<file path="config.mk">
export PLATFORM = sky130hd
export DESIGN_NAME = fp8_norm_round
export DESIGN_NICKNAME = d
export VERILOG_FILES = /design/src/rtl/fp8_pkg.sv /design/src/rtl/fp8_rne_round.sv /design/src/rtl/fp8_norm_round.sv
export SDC_FILE = /design/constraint.sdc
export NUM_CORES = 1
export LEC_CHECK = 0
export CAP_MARGIN = 20
export CELL_PAD_IN_SITES_DETAIL_PLACEMENT = 2
export CELL_PAD_IN_SITES_GLOBAL_PLACEMENT = 2
export CORE_MARGIN = 3
export CORE_UTILIZATION = 36
export CTS_CLUSTER_SIZE = 20
export DETAILED_ROUTE_END_ITERATION = 12
export GPL_TIMING_DRIVEN = 0
export PLACE_DENSITY_LB_ADDON = 0.3
export SYNTH_ARGS = -nofsm -noshare
export SYNTH_HDL_FRONTEND = slang
export SYNTH_SLANG_ARGS = --single-unit
</file>
<file path="constraint.sdc">
create_clock -name clk_i -period 4.2 [get_ports clk_i]
set_input_delay 0.63 -clock clk_i [delete_from_list [all_inputs] [get_ports clk_i]]
set_output_delay 0.63 -clock clk_i [all_outputs]
set_load 0.05 [all_outputs]
</file>
<file path="src/rtl/fp8_pkg.sv">
// fp8_pkg: shared widths, packed float type and FSM states for the fp8 datapath.
package fp8_pkg;
  localparam int EXP_W  = 3;
  localparam int FRAC_W = 4;
  localparam int BIAS   = 3;
  localparam int MANT_W = FRAC_W + 3;
  localparam int W      = 1 + EXP_W + FRAC_W;
  localparam logic [EXP_W:0] EXP_MAX = (1 << EXP_W) - 1;
  typedef struct packed {
    logic              sign;
    logic [EXP_W-1:0]  exp;
    logic [FRAC_W-1:0] fract;
  } fp8_t;
  typedef enum logic [1:0] {IDLE, SHIFT, ROUND, DONE} state_t;
endpackage

</file>
<file path="src/rtl/fp8_rne_round.sv">
// fp8_rne_round: round-to-nearest-even and pack a normalized mantissa, saturating on overflow.
module fp8_rne_round
  import fp8_pkg::*;
(
  input  logic              sign,
  input  logic [FRAC_W:0]   mant,
  input  logic [EXP_W:0]    exp,
  input  logic              sticky,
  output fp8_t              result,
  output logic              ovf
);
  logic              up;
  logic [FRAC_W:0]   sum;
  logic [EXP_W:0]    exp_r;
  // mant is {fract, guard}; hidden bit is implied
  assign up    = mant[0] & (sticky | mant[1]);
  assign sum   = {1'b0, mant[FRAC_W:1]} + {{FRAC_W{1'b0}}, up};
  assign exp_r = exp + {{EXP_W{1'b0}}, sum[FRAC_W]};
  assign ovf   = exp_r > EXP_MAX;
  always_comb begin
    result.sign  = sign;
    result.exp   = ovf ? '1 : exp_r[EXP_W-1:0];
    result.fract = ovf ? '1 : sum[FRAC_W-1:0];
  end
endmodule

</file>
<file path="src/rtl/fp8_norm_round.sv">
// fp8_norm_round: sequential one-bit-per-cycle normalizer feeding the RNE rounder, with valid/ready on both sides.
module fp8_norm_round
  import fp8_pkg::*;
(
  input  logic              clk_i,
  input  logic              rst_ni,
  input  logic              in_valid_i,
  output logic              in_ready_o,
  input  logic              sign_i,
  input  logic [EXP_W-1:0]  exp_i,
  input  logic [MANT_W-1:0] mant_i,
  output logic              out_valid_o,
  input  logic              out_ready_i,
  output logic [W-1:0]      result_o,
  output logic              ovf_o,
  output logic              unf_o,
  output logic              zero_o
);
  state_t            state;
  logic [MANT_W-1:0] mant;
  logic [EXP_W:0]    exp;
  logic              sticky;
  logic              sign;
  fp8_t              rnd_res;
  logic              rnd_ovf;
  logic              carry, hidden, to_zero;
  assign carry   = mant[MANT_W-1];
  assign hidden  = mant[MANT_W-2];
  // exact zero, zero exponent, or no room left to shift left: result is flushed
  assign to_zero = mant == '0 || exp == '0 ||
                   (!carry && !hidden && exp == {{EXP_W{1'b0}}, 1'b1});
  fp8_rne_round u_round (
    .sign   (sign),
    .mant   (mant[FRAC_W:0]),
    .exp    (exp),
    .sticky (sticky),
    .result (rnd_res),
    .ovf    (rnd_ovf)
  );
  always_ff @(posedge clk_i or negedge rst_ni) begin
    if (!rst_ni) begin
      state       <= IDLE;
      in_ready_o  <= 1'b1;
      out_valid_o <= 1'b0;
      result_o    <= '0;
      ovf_o       <= 1'b0;
      unf_o       <= 1'b0;
      zero_o      <= 1'b0;
      mant        <= '0;
      exp         <= '0;
      sticky      <= 1'b0;
      sign        <= 1'b0;
    end else begin
      case (state)
        IDLE: if (in_valid_i) begin
          sign       <= sign_i;
          exp        <= {1'b0, exp_i};
          mant       <= mant_i;
          sticky     <= 1'b0;
          in_ready_o <= 1'b0;
          state      <= SHIFT;
        end
        SHIFT: if (to_zero) begin
          result_o    <= {sign, {(W-1){1'b0}}};
          zero_o      <= 1'b1;
          unf_o       <= mant != '0;
          out_valid_o <= 1'b1;
          state       <= DONE;
        end else if (carry) begin
          mant   <= mant >> 1;
          sticky <= sticky | mant[0];
          exp    <= exp + 1'b1;
          state  <= ROUND;
        end else if (hidden) begin
          state <= ROUND;
        end else begin
          mant <= mant << 1;
          exp  <= exp - 1'b1;
        end
        ROUND: begin
          result_o    <= rnd_res;
          ovf_o       <= rnd_ovf;
          out_valid_o <= 1'b1;
          state       <= DONE;
        end
        DONE: if (out_ready_i) begin
          out_valid_o <= 1'b0;
          in_ready_o  <= 1'b1;
          result_o    <= '0;
          ovf_o       <= 1'b0;
          unf_o       <= 1'b0;
          zero_o      <= 1'b0;
          state       <= IDLE;
        end
        default: state <= IDLE;
      endcase
    end
  end
endmodule
</file>
* Word level (Yosys, flattened, before mapping)
Cells that the tools add are included.
** Word-level totals
- Register bits after elaboration :: 28
- Latch bits :: 0
- Bits in writable memories :: 0
- ROM bits :: 0
- Output and inout bits :: 13
- Memories :: 0
** Operators by class
- Add/subtract/negate cells :: 4
- $mul :: 0
- Divide/modulo/power cells :: 0
- $lt $le $gt $ge :: 1
- Equal/unequal tests :: 11
- Shifts and indexed selects :: 0
- Muxes and demuxes :: 34
- Bitwise logic cells :: 3
- Reduce and logical (&&, ||, !) cells :: 24
** Operator list (number)
- one-hot mux 8 bit (3 select lines) :: 1
- two-way mux 4 bit :: 5
- two-way mux 8 bit :: 2
- AND reduction 3 bit :: 5
- two-way mux 7 bit :: 2
- one-hot mux 7 bit (2 select lines) :: 1
- two-way mux 6 bit :: 2
- two-way mux 2 bit :: 5
- inequality test 2 bit (second input constant) :: 5
- one-hot mux 1 bit (2 select lines) :: 5
- one-hot mux 2 bit (4 select lines) :: 1
- one-hot mux 4 bit (2 select lines) :: 1
- AND reduction 4 bit :: 2
- nonzero test 2 bit :: 4
- logical NOT 7 bit :: 1
- two-way mux 1 bit :: 7
- nonzero test 7 bit :: 1
- adder 4 x 1 -> 5 bit :: 1
- adder 4 x 1 -> 4 bit :: 1
- adder 4 x 1 -> 4 bit (second input constant) :: 1
- == test 2 bit (second input constant) :: 2
- == test 4 x 1 -> 1 bit (second input constant) :: 1
- > comparator 4 x 3 -> 1 bit (second input constant) :: 1
- logical NOT 4 bit :: 1
- 14 further kinds :: 19

* Logic depth before layout (Yosys ltp)
- Depth after elaboration :: 7
- Depth in mapped cells :: 8

* Modules after synthesis
A second synthesis with hierarchy kept.
** Unflattened totals
- Cell total of the unflattened synthesis :: 199
- Area total of the unflattened synthesis :: 1900.6 um^2
** Modules (own cells, without submodules)
- fp8_norm_round :: instances 1, cells an instance 176, area each 1716.6 um^2, seq. area each 701.9 um^2
- fp8_rne_round :: instances 1, cells an instance 23, area each 183.9 um^2, seq. area each 0.0 um^2

* Worst setup path after synthesis
No wires, ideal clock.
- Kind :: reg2reg
- From :: register state[1]
- To :: register mant[0]
- Library setup time :: 0.125 ns
- Arrival time :: 1.832 ns
- Slack :: 2.243 ns
- Stages on the path, launching flop included :: 7
- Buffers on the path :: 0
- Clock period less this slack :: 1.957 ns
- Path through :: dfrtp_1 -> inv_1 -> ha_1 -> and3b_1 -> nor3_1 -> nand3_1 -> mux2_2
** On the way
- Word-level cells in the longest chain between the ends :: 3
- Elaborated cells on any way between the ends :: 8
** Ends and longest elaborated chain
- start: declaration :: line fp8_norm_round.sv:19 : state_t state;
- start signal: assignment :: line fp8_norm_round.sv:42 : state <= IDLE;
- start signal: assignment :: line fp8_norm_round.sv:61 : state <= SHIFT;
- start signal: assignment :: line fp8_norm_round.sv:68 : state <= DONE;
- == test 2 x 1 -> 1 bit or logical NOT 2 bit (tied branches) :: line fp8_norm_round.sv:54 : case (state)
- inequality test 3 bit (no source line), or another cell as far along
- AND reduction 4 bit (no source line)
- end signal: assignment :: line fp8_norm_round.sv:58 : mant <= mant_i;
- end signal: assignment :: line fp8_norm_round.sv:70 : mant <= mant >> 1;
- end signal: assignment :: line fp8_norm_round.sv:77 : mant <= mant << 1;
- end: declaration :: line fp8_norm_round.sv:20 : logic [MANT_W-1:0] mant;
Parallel ways exist; a longest one is shown, timed or not.
A chain may end at the register's enable or synchronous reset.

* Worst setup path after layout
- From :: register state[1]
- To :: register mant[2]
The elaborated chain is that of the path after synthesis.

==> impl_metrics.ini <==
[status]
status = finished, final reports clean

[grt]
grt_util_all_layers_pct = 20.1
grt_start_max_net_pins = 16
grt_overflow = 0
grt_pass1_vias = 1878
grtUsageMet2_pct = 37.7
use_met1_pct = 24.9
grt.busiest_layer = met2
grt_util_met3_pct = 1.74
grt_pass1_wl_um = 9760
antenna_found_initial = 0

[pwr]
power.density_mw_per_mm2 = 794
peakVddDrop_v = 0.000299
power.leakage_nw = 0.991

[critical_path]
cpMostUsedCell = clkbuf_1
cp_data_required_time_ns = 4.37
path_delay_family = buffers and inverters
cp_cell_sequence = inv_1 -> ha_1 -> clkbuf_1 -> clkbuf_1 -> o311ai_0 -> o21ai_0 -> mux2i_1
r2r-start = state[1]
critPathMaxFanout = 10
rrSetupSlack_ns = 1.69
timing_worst_setup_path_type = flip-flop to flip-flop
reg2regPathDepth = 7
critPathLaunchType = flip-flop
end_kind = flip-flop
critPathBufInv = 3
cp_slowest_cell = clkbuf_1
worst_ep_arrival_time_ns = 2.68
critPathMaxStageDelay_ns = 0.53
worstReg2RegEnd = mant[2]

[route]
post-route-drc-count = 0
via_count = 1649
wl_per_cell_um = 19.4
first_iter_violations = 69
vias_per_cell = 5.61
wl_um = 5690
drtAntennaViolNets = 0
dr.pass1.iters = 4

[sta]
final_max_slew_viol_count = 0
hold_viol = 0
clock.fmax_mhz = 398
min_period_ns = 2.51
rsz0062_at_grt = false
setup-violations-final = 0
clock_skew_ns = 0.0124
worst-slew-pin-transition_ns = 0.738
slew_headroom_pct = 50.7
min_period_over_period_pct = 59.8
setup_tns_ns = 0

[min_path]
hold_path_class = flip-flop to flip-flop
min_path_cells = 1
holdPathEnd = sign
min_from = sign

[synthesis]
synth_area_mm2 = 0.00184
synth_top_area_share_pct = 36.8
synth_mux_area_share_pct = 11.8
synth_adder_area_share_pct = 6.81
ys_types = 47
synth_commonest_cells = dfrtp_1, inv_1, o21ai_0, mux2i_1, nor2_1
synth.area.top_cells = dfrtp_1, mux2i_1, ha_1, o21ai_0, inv_1
synthCells = 195
yosysWarnings = 0
synth_compound_area_share_pct = 15.6
synth_top_family_by_area = simple AND/OR/NAND/NOR gates
yosys_register_bits = 28
synthXorXnorAreaFrac_pct = 2.38
ys.flop_type = dfrtp_1
postSynthAreaPerCell_um2 = 9.43
synthSimpleGateAreaFrac_pct = 18.9
synth.most_common_cell = dfrtp_1
yosys.area.top_type = dfrtp_1
synth_fp_nets = 220
synth-edff-count = 0
synth_seq_area_share_pct = 38.2
synth-async-reset-ratio_pct = 100

[cells_and_area]
syn2layout_area_growth_pct = 22.5
stdcell_count = 294
drive_gt1_share_pct = 10.6
final_net_count = 253
diodes = 0

[floorplan]
rows = 25
dieWidth_um = 77.5
initial_core_util_pct = 38.2
core_area_mm2 = 0.00482
die-area_mm2 = 0.00600
die-height_um = 77.5
pin_count = 28

[clock_tree]
cts_buffers = 3
cts_buffer_depth = 2
root_buffer = clkbuf_8
h-tree-depth = 1
post_cts_buffers = 0
cts_sinks = 28
ctsResizeCount = 0
ctsHoldBuffers = 0
cts_tree = yes
insertion_delay_ns = 0.28
clkTransAtPathRegs_ns = 0.11

[flow_run]
drv_cap = 0

[placed_design]
gp_congestion = 0.823
numPortBuffers = 27
dp_hpwl_um = 4400
dp.cells = 290
-- how the worst max path moves through the flow --
stage	from	to	slack [ns]	cells after the start
3_5_place_dp	in_valid_i	mant[3]	1.48	5
3_3_place_gp	in_valid_i	mant[1]	1.55	5
4_1_cts	state[1]	mant[2]	1.74	7
5_1_grt	state[1]	mant[2]	1.53	7
6_report	state[1]	mant[2]	1.69	7
2_1_floorplan	state[1]	mant[0]	2.24	6
-- report_power, final --
| part | leakage (nW) | internal [mW] | total (mW) | switching [mW] |
|---|---|---|---|---|
| clock network | 0.0228 | 0.0682 | 0.157 | 0.0884 |
| registers | 0.345 | 0.382 | 0.521 | 0.138 |
| logic | 0.624 | 0.437 | 1.11 | 0.673 |
| total | 0.991 | 0.888 | 1.79 | 0.900 |
-- routing by layer --
metal	part of all wire (%)	wire, um
met1	43	2470
met2	53	3040
met3	2.3	133
met4	0.81	46
met5	0	0
-- area by class of cell --
class | count | area (um2)
Buffer | 10 | 45.0
Clock buffer | 4 | 45.0
Fill cell | 544 | 2560
Inverter | 19 | 71.3
Multi-Input combinational cell | 138 | 1020
Sequential cell | 28 | 702
Tap cell | 67 | 83.8
Timing Repair Buffer | 28 | 285
-- cell families (layout without fill, tap and decap cells) --
family / after synthesis / in the layout
simple gates: 61 / 61
compound gates: 41 / 41
buf+inv: 29 / 61
flops: 28 / 28
mux: 21 / 21
fa+ha+maj: 10 / 10
xor+xnor: 5 / 5
-- cells in the final DEF (no fill, tap or decap), types with 2 or more instances in the layout --
cell and n:
clkdlybuf4s50_1 27, inv_1 19, o21ai_0 17, ha_1 10, nand2b_1 3, mux2_2 6
nand2_1 10, clkbuf_8 3, mux2i_1 15, nand4_1 5, nor3b_1 2, o311ai_0 2
xnor2_1 2, xor2_1 3, dfrtp_1 27, a2111oi_0 2, buf_2 3, nor2b_1 3
a31oi_1 2, a21oi_1 5, a221oi_1 2, and3_2 2, nor4_1 3, nor2_1 14
nand3_1 9, clkbuf_1 6, o22ai_1 2
-- metrics by stage --
step	instance area [um2]	total power, mW	worst slack, ns	utilization [%]	hold WS, ns
after floorplan	1840	1.28	2.24	-	0.334
after global placement	2190	1.55	1.55	45.5	0.484
after detailed placement	2210	1.64	1.48	45.8	0.497
after CTS	2250	1.80	1.74	46.8	0.518
after global routing	2250	1.94	1.53	46.8	0.541
final	2250	1.79	1.69	46.8	0.515
-- sequential cells by signal, summed over array words and instances, names as in the netlist --
signal	cells
exp	4
in_ready_o	1
mant	7
out_valid_o	1
ovf_o	1
result_o	8
sign	1
state	2
sticky	1
unf_o	1
zero_o	1
(Power assumes the default switching activity.)
